`config.mk`:
```
export PLATFORM = sky130hd
export DESIGN_NAME = fetch_stage
export DESIGN_NICKNAME = d
export VERILOG_FILES = /design/src/rtl/fetch_stage.sv
export SDC_FILE = /design/constraint.sdc
export NUM_CORES = 1
export LEC_CHECK = 0
export ABC_CLOCK_PERIOD_IN_PS = 2700
export CAP_MARGIN = 20
export CORE_ASPECT_RATIO = 0.75
export CORE_MARGIN = 2
export CORE_UTILIZATION = 40
export DETAILED_ROUTE_END_ITERATION = 10
export GPL_ROUTABILITY_DRIVEN = 0
export GPL_TIMING_DRIVEN = 0
export MAX_ROUTING_LAYER = met4
export PLACE_DENSITY = 0.81
export RECOVER_POWER = 50
export SYNTH_ARGS = -nofsm -noshare
export SYNTH_HDL_FRONTEND = slang
export SYNTH_SLANG_ARGS = --single-unit
```
`constraint.sdc`:
```
create_clock -name clk -period 2.7 [get_ports clk]
set_input_delay 0.54 -clock clk [delete_from_list [all_inputs] [get_ports clk]]
set_output_delay 0.54 -clock clk [all_outputs]
set_load 0.02 [all_outputs]
```
`src/rtl/fetch_stage.sv`:
```
// rtl/fetch_stage.sv - RV32I IF stage with PC register and IF/ID pipeline register
//
// Purpose:
//   Holds the fetch PC and picks its next value: reset, an EX redirect, hold,
//   or sequential +4. It drives the instruction-memory address straight from
//   the PC. It captures the combinationally read word into the IF/ID register,
//   together with its PC, PC+4 and a valid flag.
//
// Ports:
//   clk        in   system clock; all state updates on the rising edge
//   rst        in   synchronous active-high reset
//   StallF     in   hold PCF
//   StallD     in   hold the IF/ID register
//   FlushD     in   replace the IF/ID contents with a bubble
//   PCSrcE     in   taken branch/jump resolved in EX
//   PCTargetE  in   redirect target from EX
//   imem_addr  out  instruction-memory read address (= PCF)
//   imem_rdata in   instruction word read combinationally at imem_addr
//   PCF        out  current fetch PC
//   InstrD     out  instruction in decode
//   PCD        out  PC of InstrD
//   PCPlus4D   out  PCD + 4, the link value for JAL/JALR
//   ValidD     out  1 = InstrD was really fetched, 0 = bubble

module fetch_stage #(
   parameter int                     ADDRESS_WIDTH = 32,
   parameter logic [ADDRESS_WIDTH-1:0] RESET_PC    = 32'h0000_0000,
   parameter logic [ADDRESS_WIDTH-1:0] NOP_INSTR   = 32'h0000_0013
) (
   input  logic                     clk,
   input  logic                     rst,
   input  logic                     StallF,
   input  logic                     StallD,
   input  logic                     FlushD,
   input  logic                     PCSrcE,
   input  logic [ADDRESS_WIDTH-1:0] PCTargetE,
   output logic [ADDRESS_WIDTH-1:0] imem_addr,
   input  logic [ADDRESS_WIDTH-1:0] imem_rdata,
   output logic [ADDRESS_WIDTH-1:0] PCF,
   output logic [ADDRESS_WIDTH-1:0] InstrD,
   output logic [ADDRESS_WIDTH-1:0] PCD,
   output logic [ADDRESS_WIDTH-1:0] PCPlus4D,
   output logic                     ValidD
);

   localparam logic [ADDRESS_WIDTH-1:0] C_FOUR = ADDRESS_WIDTH'(4);

   logic [ADDRESS_WIDTH-1:0] r_pcf;
   logic [ADDRESS_WIDTH-1:0] r_instr_d;
   logic [ADDRESS_WIDTH-1:0] r_pc_d;
   logic [ADDRESS_WIDTH-1:0] r_pc_plus4_d;
   logic                     r_valid_d;

   logic [ADDRESS_WIDTH-1:0] w_pc_plus4;
   logic [ADDRESS_WIDTH-1:0] w_target_aligned;

   // The adder is truncated to ADDRESS_WIDTH, so the top word wraps to zero.
   assign w_pc_plus4       = r_pcf + C_FOUR;
   assign w_target_aligned = {PCTargetE[ADDRESS_WIDTH-1:2], 2'b00};

   // A redirect beats StallF: the stall was raised for the wrong-path fetch,
   // and that fetch is being discarded.
   always_ff @(posedge clk) begin
      if (rst) begin
         r_pcf <= RESET_PC;
      end else if (PCSrcE) begin
         r_pcf <= w_target_aligned;
      end else if (!StallF) begin
         r_pcf <= w_pc_plus4;
      end
   end

   // A flush beats StallD, so a bubble can always be injected.
   always_ff @(posedge clk) begin
      if (rst || FlushD) begin
         r_instr_d    <= NOP_INSTR;
         r_pc_d       <= '0;
         r_pc_plus4_d <= '0;
         r_valid_d    <= 1'b0;
      end else if (!StallD) begin
         r_instr_d    <= imem_rdata;
         r_pc_d       <= r_pcf;
         r_pc_plus4_d <= w_pc_plus4;
         r_valid_d    <= 1'b1;
      end
   end

   assign imem_addr = r_pcf;
   assign PCF       = r_pcf;
   assign InstrD    = r_instr_d;
   assign PCD       = r_pc_d;
   assign PCPlus4D  = r_pc_plus4_d;
   assign ValidD    = r_valid_d;

endmodule
```
# --- Word level (Yosys, flattened, before mapping) ---
# Index checks and enable logic that the tools add are counted.
word_totals:
  elab_cells: 12
  output_inout_bits: 161
  input_bits: 70
  reg_bits: 129
classes:
  n_reduce_logical: 2
  n_mux: 2
  addsub: 1
  eq_ne: 1
op_table:
  columns: ["cell", "count"]
  rows:
  - ["32-bit 2-to-1 mux", 2]
  - ["32-bit by 3-bit adder with 32-bit output, second input constant", 1]
  - ["2-bit by 1-bit inequality test with 1-bit output, second input constant", 1]
  - ["2-bit OR reduction", 1]
  - ["1-bit logical OR", 1]

# --- Logic depth before layout (Yosys ltp) ---
# Gate-level depths: netlist (run 1).
logic_depth:
  ltp_word: 3
  mapped_depth: 7
  depth_no_buf: 5

# --- Least setup slack after synthesis (run 1) ---
# OpenSTA, ideal clock, no wires.
synth_path:
  path_kind: "reg-to-reg"
  startpoint: "reg r_pcf[2] (netlist: PCF[2])"
  endpoint: "reg r_pcf[26] (netlist: PCF[26])"
  slack_ns: 0.395
  setup_time_ns: 0.091
  t_arrival_ns: 2.214
  stages_incl_launch_ff: 7
  period_less_slack_ns: 2.305
  required_time_ns: 2.609
  path_buffers: 1
  cell_sequence: "dfxtp_1 > ha_1 > nand4b_4 > or3_1 > buf_2 > or4_1 > a311oi_1"
synth_between:
  elab_chain_cells: 3
synth_rtl:
  columns: ["item", "line_no", "rtl"]
  rows:
  - ["from (decl)", "48", "logic [ADDRESS_WIDTH-1:0] r_pcf;"]
  - ["from (signal assigned)", "67", "r_pcf <= w_target_aligned;"]
  - ["from (signal assigned)", "69", "r_pcf <= w_pc_plus4;"]
  - ["32-bit by 3-bit adder with 32-bit output", "58", "assign w_pc_plus4 = r_pcf + C_FOUR;"]
  - ["32-bit 2-to-1 mux", "68", "end else if (!StallF) begin"]
  - ["32-bit 2-to-1 mux", "66", "end else if (PCSrcE) begin"]
# No other way between the ends. The select of a mux whose other input is x is not followed.
# A chain may end at the register's enable or synchronous reset.

# --- Worst setup path in the final report (run 1) ---
# Same ends and word-level chain as after synthesis.

==> results.toml, run 1 <==
[global_routing]
grt_pass1_vias = 5358
grt_first_pass_wirelength_mm = 29.0
antenna_found_initial = 0
grt-ovfl-total = 0
grt_start_max_net_pins = 17
gr-usage-all-layers_pct = 25.3

[logic_synthesis]
synth_cell_type_count = 44
ys_seq_area_share_pct = 42.9
yosysTopAreaCell = "dfxtp_1"
avgSynthCellArea_um2 = 8.76
synthCells = 655
syn-cell-area_um2 = 5740
synthArstFlopShare_pct = 0
ys_ff_latch = 123
yosys-top-cells-area = "dfxtp_1, mux2i_1, nor2_1, buf_4, o21ai_0"
ys_warn_count = 0
synth_edf_count = 0
ys.flop_type = "dfxtp_1"
synth_top_area_share_pct = 42.9

[timing]
setup_viol = 0
period_needed_ns = 2.52
max_freq_mhz = 398
final-max-slew-violation-count = 0
fin_ws_ns = 0.185
hold-worst-slack_ns = 0.460
worst_pin_slew_ns = 0.758
skew_ns = 0.0238
fin_tns_setup_ns = 0
timing.slew.headroom_pct = 49.5
finalCritPeriodShare_pct = 93.2
rsz0062_at_grt = "false"
hold_violations = 0

[route]
drtPass1Iterations = 6
wl_mm = 19.0
drc_errors = 0
vias = 5778
post_drt_wl_per_cell_um = 17.5
ant_nets = 0
viasPerCell = 5.31
drt-initial-drc-count = 507

[setup_path]
worst_ep_required_time_ns = 3.02
rr_worst_depth = 6
path_class = "flop to flop"
rrSetupSlack_ns = 0.18
critical_path_arrival_ns = 2.83
r2r-start = "PCF[2]"
r2r-end = "PCF[26]"
cp-start-kind = "flop"
crit_fanout = 10
cp-end-kind = "flop"

[floorplanning]
start_util_pct = 41.4
die_w_um = 142
ios = 231
coreArea_um2 = 13800
dieArea_um2 = 15300
num_rows = 37
die_y_um = 108

[final_layout]
area_delta_synth_final_pct = 52.5
drive_above_1_share_pct = 10.7
antenna_cells = 0
fin_area_um2 = 8750
fin_nets = 971

[pwr]
vdd_ir_drop_max_uv = 520
p_leak_nw = 3.55
power_frac_comb_pct = 16.3
cellPowerDensity_nw_per_um2 = 573
p_clk_share_pct = 44.4
p_switching_w = 0.00137
p_sw_share_pct = 27.3
design_power_total_w = 0.00501
seq_power_share_pct = 39.3
intPower_w = 0.00364

[worst_hold_path]
hold_end = "PCPlus4D[5]"
min_from = "PCPlus4D[5]"
hold-path-cell-count = 2
min-delay-path-class = "flop to flop"

[cts]
clk_pin_slew_ns = 0.06
cts_root_buffer = "clkbuf_16"
worstSkewPairLatency_ns = 0.42
cts_tree = "yes"
cts-resized-gates = 0
cts_buffers = 17
cts_setup_buffers = 0
ctsLongestPathBuffers = 2
clock-sinks = 123
htreeDepth = 4
postCtsHoldBufs = 0

[placed_design]
dp_hpwl_mm = 14.0
numPortBuffers = 219
postPlaceCellArea_um2 = 8170
place_ws_ns = -0.0899

[flow_run]
cap_violations = 0

[run_status]
status = "completed"
-- critical path: stages, from the launching register on --
cell	delay [ns]
dfxtp_1	0.54
ha_1	0.34
nand4b_4	0.20
or3_1	0.40
buf_2	0.18
or4_1	0.50
a311oi_1	0.24
-- flip-flops by register name, indices dropped and copies added, names as in the netlist --
signal,cells
PCD,30
PCF,30
InstrD,32
ValidD,1
PCPlus4D,30
-- Yosys cell counts (3+ instances only) --
library cell / n
clkbuf_1: 40
xnor2_1: 19
nor4_1: 8
a31oi_1: 12
inv_1: 6
nand4_1: 10
nor3_1: 16
nand3_1: 6
nand4_2: 3
buf_2: 11
nand2_1: 33
buf_1: 6
o21ai_0: 41
a21oi_1: 19
o31ai_1: 11
or3_1: 18
a311oi_1: 18
and4_1: 3
buf_4: 40
o21a_1: 3
a211oi_1: 10
mux2i_1: 61
or3_2: 5
dfxtp_1: 123
nor2_1: 94
or4_1: 16
-- cells in the final DEF (no fill, tap or decap), types with 8 or more instances in the layout --
cell type / Yosys / final
nand2_1: 33 / 33
conb_1: 1 / 8
nor2_1: 94 / 94
o21ai_0: 41 / 41
xnor2_1: 19 / 19
or3_1: 18 / 18
nor3_1: 16 / 16
o31ai_1: 11 / 11
a311oi_1: 18 / 18
buf_4: 40 / 40
dfxtp_1: 123 / 123
a31oi_1: 12 / 12
or4_1: 16 / 16
dlygate4sd3_1: 0 / 104
nand4_1: 10 / 10
clkdlybuf4s50_1: 0 / 115
mux2i_1: 61 / 61
a21oi_1: 19 / 19
a211oi_1: 10 / 10
nor4_1: 8 / 8
clkbuf_1: 40 / 41
buf_2: 11 / 11
clkbuf_16: 0 / 17
-- layer usage --
metal	track usage [%]	up-vias	part of all wire, %
li1	-	2774	-
met3	6.49	31	10
met1	34.6	2660	46
met2	36.3	313	43
met4	8.07	0	1.5
met5	-	-	0
-- power by group through the flow --
stage	Sequential (W)	Clock (W)	Combinational [W]
final	0.00197	0.00222	0.000819
after global routing	0.00198	0.00234	0.000873
after CTS	0.00197	0.00226	0.000836
after detailed placement	0.00201	0	0.000830
after global placement	0.00200	0	0.000821
after floorplan	0.00207	0	0.000357
-- final cells by class --
type	count	area [um^2]
inverter	8	30.0
multi-input combinational	432	2720
timing repair buffer	219	2190
buffer	99	551
tap	175	219
fill	1179	5090
sequential	123	2460
clock inverter	14	146
clock buffer	18	429
-- worst max-delay path by stage --
stage | cells past startpoint | endpoint | slack [ns] | startpoint
4_1_cts | 6 | PCF[26] | 0.22 | PCF[2]
5_1_grt | 6 | PCF[20] | 0.12 | PCF[2]
3_3_place_gp | 5 | InstrD[23] | -0.09 | StallD
3_5_place_dp | 5 | InstrD[23] | -0.09 | StallD
6_report | 6 | PCF[26] | 0.18 | PCF[2]
2_1_floorplan | 6 | PCF[26] | 0.39 | PCF[2]
-- metrics by stage --
stage,utilization [%],std cells
global route,63.2,1088
detailed placement,59.0,1056
CTS,63.2,1088
global placement,59.0,1056
floorplan,-,662
finish,63.2,1088
-- logic make-up after synthesis --
kind of cell               count (synthesis)  share of synthesized area (%)
and+or+nand+nor                          222                           19.6
DFF                                      123                           42.9
AOI/OAI and AO/OA                        119                           13.2
buffers and inverters                    107                           10.1
muxes                                     61                           10.6
xor gates and xnor gates                  21                           3.21
adders and majority gates                  1                          0.218
other                                      1                         0.0654
Note: power is estimated with default switching activity, not from simulation.
==> inputs of run 2 (changes only) <==
--- a/config.mk
+++ b/config.mk
@@ -16,6 +16,7 @@
 export MAX_ROUTING_LAYER = met4
 export PLACE_DENSITY = 0.81
 export RECOVER_POWER = 50
+export SETUP_SLACK_MARGIN = 0.3
 export SYNTH_ARGS = -nofsm -noshare
 export SYNTH_HDL_FRONTEND = slang
 export SYNTH_SLANG_ARGS = --single-unit
==> constraint.sdc (replaced) <==
create_clock -name clk -period 2.7 [get_ports clk]
set_input_delay 0.405 -clock clk [delete_from_list [all_inputs] [get_ports clk]]
set_output_delay 0.405 -clock clk [all_outputs]
set_load 0.02 [all_outputs]
==> run 2 against run 1 <==
  * Clock skew grew 0.0034 ns
  * Design area up 0.14%
  * Via count grew 0.48%
  * Utilization up 0.090 points
  * Sequential power about the same
  * Clock power hardly changed
  * Critical path depth is the same
  * Hold slack barely moved
  * Register-to-register slack improved by 0.13 ns
  * Power about the same
  * Routed wire length up 0.91%
  * Largest cell class unchanged
  * Highest routed layer unchanged
==> results.toml, run 2 (synthesis results as in run 1) <==
[run_status]
status = "completed"

[worst_hold_path]
hold-path-cell-count = 2
min_from = "PCPlus4D[5]"
min-delay-path-class = "flop to flop"
hold_end = "PCPlus4D[5]"

[floorplanning]
coreArea_um2 = 13800
die_w_um = 142
ios = 231
num_rows = 37
start_util_pct = 41.4
die_y_um = 108
dieArea_um2 = 15300

[final_layout]
area_delta_synth_final_pct = 52.7
final_common_cell = "dfxtp_1"
largest_register_ffs = 32
fin_area_um2 = 8760
antenna_cells = 0
fin_nets = 971
final_cell_mix = "dfxtp_1, clkdlybuf4s50_1, dlygate4sd3_1"
drive_above_1_share_pct = 11.2
fillers = 1180

[setup_path]
critical_path.max_stage_delay_ns = 0.51
critical_path_arrival_ns = 2.71
path_class = "flop to flop"
crit_fanout = 10
crit_chain = "ha_1 > nand4b_4 > or3_1 > buf_2 > or4_1 > a311oi_1"
cp-start-kind = "flop"
worst_ep_required_time_ns = 3.02
critPathSlowestCell = "or4_1"
r2r-start = "PCF[2]"
r2r-end = "PCF[26]"
rrSetupSlack_ns = 0.31
rr_worst_depth = 6
cpLargestDelayFamily = "simple AND/OR/NAND/NOR gates"
crit_start = "PCF[2]"
cp-end-kind = "flop"
cp_num_buf_inv = 1

[route]
top_layer = "met4"
drtPass1Iterations = 5
drt-initial-drc-count = 490
vias = 5806
drc_errors = 0
wl_met3_mm = 1.83
ant_nets = 0
post_drt_wl_per_cell_um = 17.7
wl_met1_mm = 8.85
wl_mm = 19.2
viasPerCell = 5.34
wl_met2_mm = 8.20

[placed_design]
numPortBuffers = 219
dp_hpwl_mm = 14.0
postPlaceCellArea_um2 = 8170

[cts]
postCtsHoldBufs = 0
cts_tree = "yes"
cts_buffers = 17
cts_setup_buffers = 0
clock-sinks = 123
ctsLongestPathBuffers = 2
clk_pin_slew_ns = 0.06
cts_root_buffer = "clkbuf_16"
htreeDepth = 4
worstSkewPairLatency_ns = 0.42
cts-resized-gates = 1

[timing]
rsz0062_at_grt = "false"
setup_viol = 0
worst_pin_slew_ns = 0.748
finalCritPeriodShare_pct = 88.4
hold_violations = 0
period_needed_ns = 2.39
fin_tns_setup_ns = 0
skew_ns = 0.0272
final-max-slew-violation-count = 0
timing.slew.headroom_pct = 50.1
max_freq_mhz = 419
hold-worst-slack_ns = 0.461

[global_routing]
antenna_found_initial = 0
grt_first_pass_wirelength_mm = 29.0
grt_start_max_net_pins = 17
grt-ovfl-total = 0
gr-usage-all-layers_pct = 25.3
grt_pass1_vias = 5358

[pwr]
intPower_w = 0.00365
p_leak_nw = 3.55
power_frac_comb_pct = 16.4
vdd_ir_drop_max_uv = 522
cellPowerDensity_nw_per_um2 = 572
p_sw_share_pct = 27.3
p_clk_share_pct = 44.4
p_switching_w = 0.00137
design_power_total_w = 0.00501
seq_power_share_pct = 39.2

[flow_run]
cap_violations = 0
## run 2: worst max path at each step
| stage | end | slack [ns] | cells after the start |
|---|---|---|---|
| detailed placement | InstrD[23] | 0.05 | 5 |
| floorplan | PCF[26] | 0.39 | 6 |
| CTS | PCF[26] | 0.32 | 6 |
| global placement | InstrD[23] | 0.04 | 5 |
| global route | PCF[20] | 0.25 | 6 |
| finish | PCF[26] | 0.31 | 6 |
## run 2: area by class of cell
cell class / instances / area (um^2) / share of cell area, %
plain buffers: 99 / 554 / 6.33
clock buffers: 18 / 429 / 4.90
clock inverters: 14 / 146 / 1.67
inverters: 8 / 30.0 / 0.343
multi-input cells: 432 / 2730 / 31.1
flip-flops and latches: 123 / 2460 / 28.1
well taps: 175 / 219 / 2.50
repair buffers: 219 / 2190 / 25.0
## run 2: power by group through the flow
stage / Sequential, W / Clock [W] / Combinational, W
after floorplan: 0.00207 / 0 / 0.000357
after global placement: 0.00200 / 0 / 0.000821
after detailed placement: 0.00201 / 0 / 0.000830
after CTS: 0.00197 / 0.00226 / 0.000836
after global routing: 0.00198 / 0.00234 / 0.000875
final: 0.00197 / 0.00223 / 0.000822
## run 2: metrics by stage
step           setup slack (ns)  util, %  cells
6_report                  0.314     63.3   1088
3_3_place_gp             0.0429     59.0   1056
5_1_grt                   0.249     63.3   1088
4_1_cts                   0.316     63.2   1088
2_1_floorplan             0.395        -    662
3_5_place_dp             0.0451     59.0   1056
## run 2: worst register-to-register path: cells and delay by family (launching register included)
family / cells / cell delay, ns
simple gates: 3 / 1.11
buf+inv: 1 / 0.18
flops: 1 / 0.44
compound gates: 1 / 0.25
fa+ha+maj: 1 / 0.31
## run 2: per-layer routing
metal / vias up / global-route usage [%]
met4: 0 / 8.07
met3: 34 / 6.49
met5: - / -
li1: 2763 / -
met1: 2697 / 34.6
met2: 312 / 36.3
==> inputs of run 3 (changes only) <==
--- a/config.mk
+++ b/config.mk
@@ -5,16 +5,17 @@
 export SDC_FILE = /design/constraint.sdc
 export NUM_CORES = 1
 export LEC_CHECK = 0
-export ABC_CLOCK_PERIOD_IN_PS = 2700
+export ABC_AREA = 1
+export ABC_CLOCK_PERIOD_IN_PS = 2000
 export CAP_MARGIN = 20
 export CORE_ASPECT_RATIO = 0.75
 export CORE_MARGIN = 2
-export CORE_UTILIZATION = 40
+export CORE_UTILIZATION = 39
 export DETAILED_ROUTE_END_ITERATION = 10
 export GPL_ROUTABILITY_DRIVEN = 0
 export GPL_TIMING_DRIVEN = 0
 export MAX_ROUTING_LAYER = met4
-export PLACE_DENSITY = 0.81
+export PLACE_DENSITY = 0.83
 export RECOVER_POWER = 50
 export SETUP_SLACK_MARGIN = 0.3
 export SYNTH_ARGS = -nofsm -noshare
==> constraint.sdc (replaced) <==
create_clock -name clk -period 2 [get_ports clk]
set_input_delay 0.3 -clock clk [delete_from_list [all_inputs] [get_ports clk]]
set_output_delay 0.3 -clock clk [all_outputs]
set_load 0.02 [all_outputs]
==> run 3 against run 2 <==
  * Sequential cell count stayed put
  * Hold slack worse by 0.054 ns
  * Critical path type is now flop to output pin
  * First-iteration DRC count is 17% higher
  * Power increased by 42%
  * Via count increased by 5.7%
  * Global-route usage up 0.27 points
  * Setup slack lost 0.060 ns
  * Routed wire length up 1.3%
  * Highest routed layer unchanged
  * Non-clock buffer count shrank 16
  * Synthesized area down 1.4%
  * Die area rose by 1.1%
==> results.toml, run 3 <==
[placed_design]
postPlaceCellArea_um2 = 8110
dp_hpwl_mm = 14.5
placedCellCount = 1236
numPortBuffers = 218

[route]
drtPass1Iterations = 5
drt-initial-drc-count = 572
viasPerCell = 4.82
ant_nets = 0
wl_mm = 19.5
vias = 6138
drc_errors = 0
post_drt_wl_per_cell_um = 15.3

[final_layout]
fin_area_um2 = 8640
fillers = 1325
area_delta_synth_final_pct = 52.8
drive_above_1_share_pct = 9.79
largest_register_ffs = 32
final_cell_mix = "nand2_1, clkdlybuf4s50_1, dfxtp_1"
fin_nets = 1131
antenna_cells = 0
fin_cells = 1273
final_common_cell = "nand2_1"

[timing]
period_needed_ns = 1.75
hold_violations = 0
final-max-slew-violation-count = 0
timing.slew.headroom_pct = 52.2
finalCritPeriodShare_pct = 87.3
setup_viol = 0
worst_pin_slew_ns = 0.717
hold-worst-slack_ns = 0.407
max_freq_mhz = 573
rsz0062_at_grt = "false"
skew_ns = 0.0135

[logic_synthesis]
ys_warn_count = 0
yosys-top-cells-count = "nand2_1, dfxtp_1, nor2_1, a21oi_1, inv_1"
synthArstFlopShare_pct = 0
synth_edf_count = 0
yosys-top-cells-area = "dfxtp_1, nand2_1, a21oi_1, nor2_1, o21ai_0"
syn-cell-area_um2 = 5660
synth_top_family_by_area = "simple AND/OR/NAND/NOR gates"
ys_ff_latch = 123
synthCells = 811
synth_xor_area_share_pct = 2.32
synth_compound_gate_area_share_pct = 14.9
synth_fa_ha_area_share_pct = 0.221
synth_cell_type_count = 27
synth_top_area_share_pct = 43.5
synthMuxAreaShare_pct = 0
ys_seq_area_share_pct = 43.5
yosysTopAreaCell = "dfxtp_1"
avgSynthCellArea_um2 = 6.97
synth_most_common_cell = "nand2_1"
synth-simple-area-share_pct = 25.8
ys.flop_type = "dfxtp_1"

[setup_path]
rrSetupSlack_ns = 0.28
crit_fanout = 7
critPathSlowestCell = "dfxtp_1"
path_class = "flop to output pin"
rr_worst_depth = 9
worst_ep_required_time_ns = 1.70
r2r-start = "PCF[2]"
cp-start-kind = "flop"
critical_path.max_stage_delay_ns = 0.55
critical_path_arrival_ns = 1.45
crit_chain = "buf_4 > dlygate4sd2_1"
cp-end-kind = "output pin"
r2r-end = "PCPlus4D[20]"

[worst_hold_path]
hold_end = "PCF[13]"
min-delay-path-class = "primary input to flop"
min_from = "PCSrcE"
hold-path-cell-count = 4

[global_routing]
grt_start_max_net_pins = 17
grt-ovfl-total = 0
antenna_found_initial = 0
grt_pass1_vias = 5525
gr-usage-all-layers_pct = 25.5
grt_first_pass_wirelength_mm = 29.5

[floorplanning]
start_util_pct = 39.5
ios = 231
die_y_um = 108
dieArea_um2 = 15500
coreArea_um2 = 14300
die_w_um = 143
num_rows = 38

[pwr]
design_power_total_w = 0.00712
p_sw_share_pct = 25.0
seq_power_share_pct = 37.3
cellPowerDensity_nw_per_um2 = 824
p_leak_nw = 3.86
p_clk_share_pct = 49.0
p_switching_w = 0.00178
vdd_ir_drop_max_uv = 656
power_frac_comb_pct = 13.8
intPower_w = 0.00534

[cts]
clk_pin_slew_ns = 0.05
cts_buffers = 17
ctsLongestPathBuffers = 2
cts_root_buffer = "clkbuf_16"
cts_tree = "yes"
htreeDepth = 4
clock-sinks = 123
worstSkewPairLatency_ns = 0.41
postCtsHoldBufs = 0

[run_status]
status = "completed"

[flow_run]
cap_violations = 0
==> run 3: cell count changes in the layout (fill, tap and decap cells not counted), sizes merged, moves of 16 or more <==
cell,before,now
or4,16,0
a311oi,18,0
clkdlybuf4s50,115,133
nand2,33,233
a21oi,19,83
or3,24,0
dlygate4sd2,0,61
o21ai,41,63
clkbuf,59,80
inv,8,78
dlygate4sd3,104,2
mux2i,61,0
==> run 3: final cells by class <==
| class | count | area [um^2] | area share, % |
|---|---|---|---|
| well taps | 200 | 250 | 2.90 |
| repair buffers | 223 | 2010 | 23.2 |
| flip-flops and latches | 123 | 2470 | 28.6 |
| clock inverters | 12 | 219 | 2.53 |
| multi-input cells | 538 | 2500 | 29.0 |
| plain buffers | 79 | 452 | 5.23 |
| inverters | 78 | 293 | 3.39 |
| clock buffers | 20 | 447 | 5.17 |
==> run 3: logic make-up (layout without fill, tap and decap cells) <==
family | after synthesis | in the layout
and+or+nand+nor | 353 | 353
adders and majority gates | 1 | 1
xor gates and xnor gates | 15 | 15
AOI/OAI and AO/OA | 161 | 161
DFF | 123 | 123
buffers and inverters | 157 | 412
other | 1 | 8
==> run 3: metrics by stage <==
step | util, % | setup TNS [ns] | setup WS (ns)
4_1_cts | 61.1 | 0 | 0.115
5_1_grt | 60.4 | 0 | 0.153
3_3_place_gp | 56.7 | -2.05 | -0.132
2_1_floorplan | - | 0 | 0.361
3_5_place_dp | 56.7 | -2.72 | -0.166
6_report | 60.4 | 0 | 0.254
==> run 3: critical path, delay by kind of cell, from the launching register on <==
family | cells | cell delay, ns
buffers and inverters | 2 | 0.49
DFF | 1 | 0.55
==> run 3: how the worst max path moves through the flow <==
| stage | to | from | depth (start not counted) | slack, ns |
|---|---|---|---|---|
| after floorplan | PCPlus4D[24] | PCF[3] | 10 | 0.36 |
| after global placement | InstrD[21] | rst | 6 | -0.13 |
| after detailed placement | InstrD[16] | rst | 6 | -0.17 |
| after CTS | imem_addr[17] | PCF[17] | 2 | 0.12 |
| after global routing | InstrD[14] | StallD | 6 | 0.15 |
| final | imem_addr[18] | PCF[18] | 2 | 0.25 |
==> run 3: routing by layer <==
metal / up-vias / global-route usage, % / share of wire [%]
met5: - / - / 0
met1: 2773 / 34.7 / 45
met2: 343 / 38.7 / 44
met4: 0 / 6.36 / 1.2
met3: 24 / 5.76 / 9.7
li1: 2998 / - / -
==> run 3: repair_timing <==
item,in CTS,in global routing
buffers inserted,0,5
endpoints found under the setup margin,90,54
endpoints found under the hold margin,0,0
pin swaps,1,3
resized for setup,89,38
==> run 3: power by group through the flow <==
stage / sequential [W] / clock [W] / combinational (W)
3_5_place_dp: 0.00270 / 0 / 0.00103
6_report: 0.00265 / 0.00349 / 0.000981
5_1_grt: 0.00267 / 0.00362 / 0.00106
3_3_place_gp: 0.00270 / 0 / 0.00102
4_1_cts: 0.00266 / 0.00351 / 0.000990
2_1_floorplan: 0.00280 / 0 / 0.000414
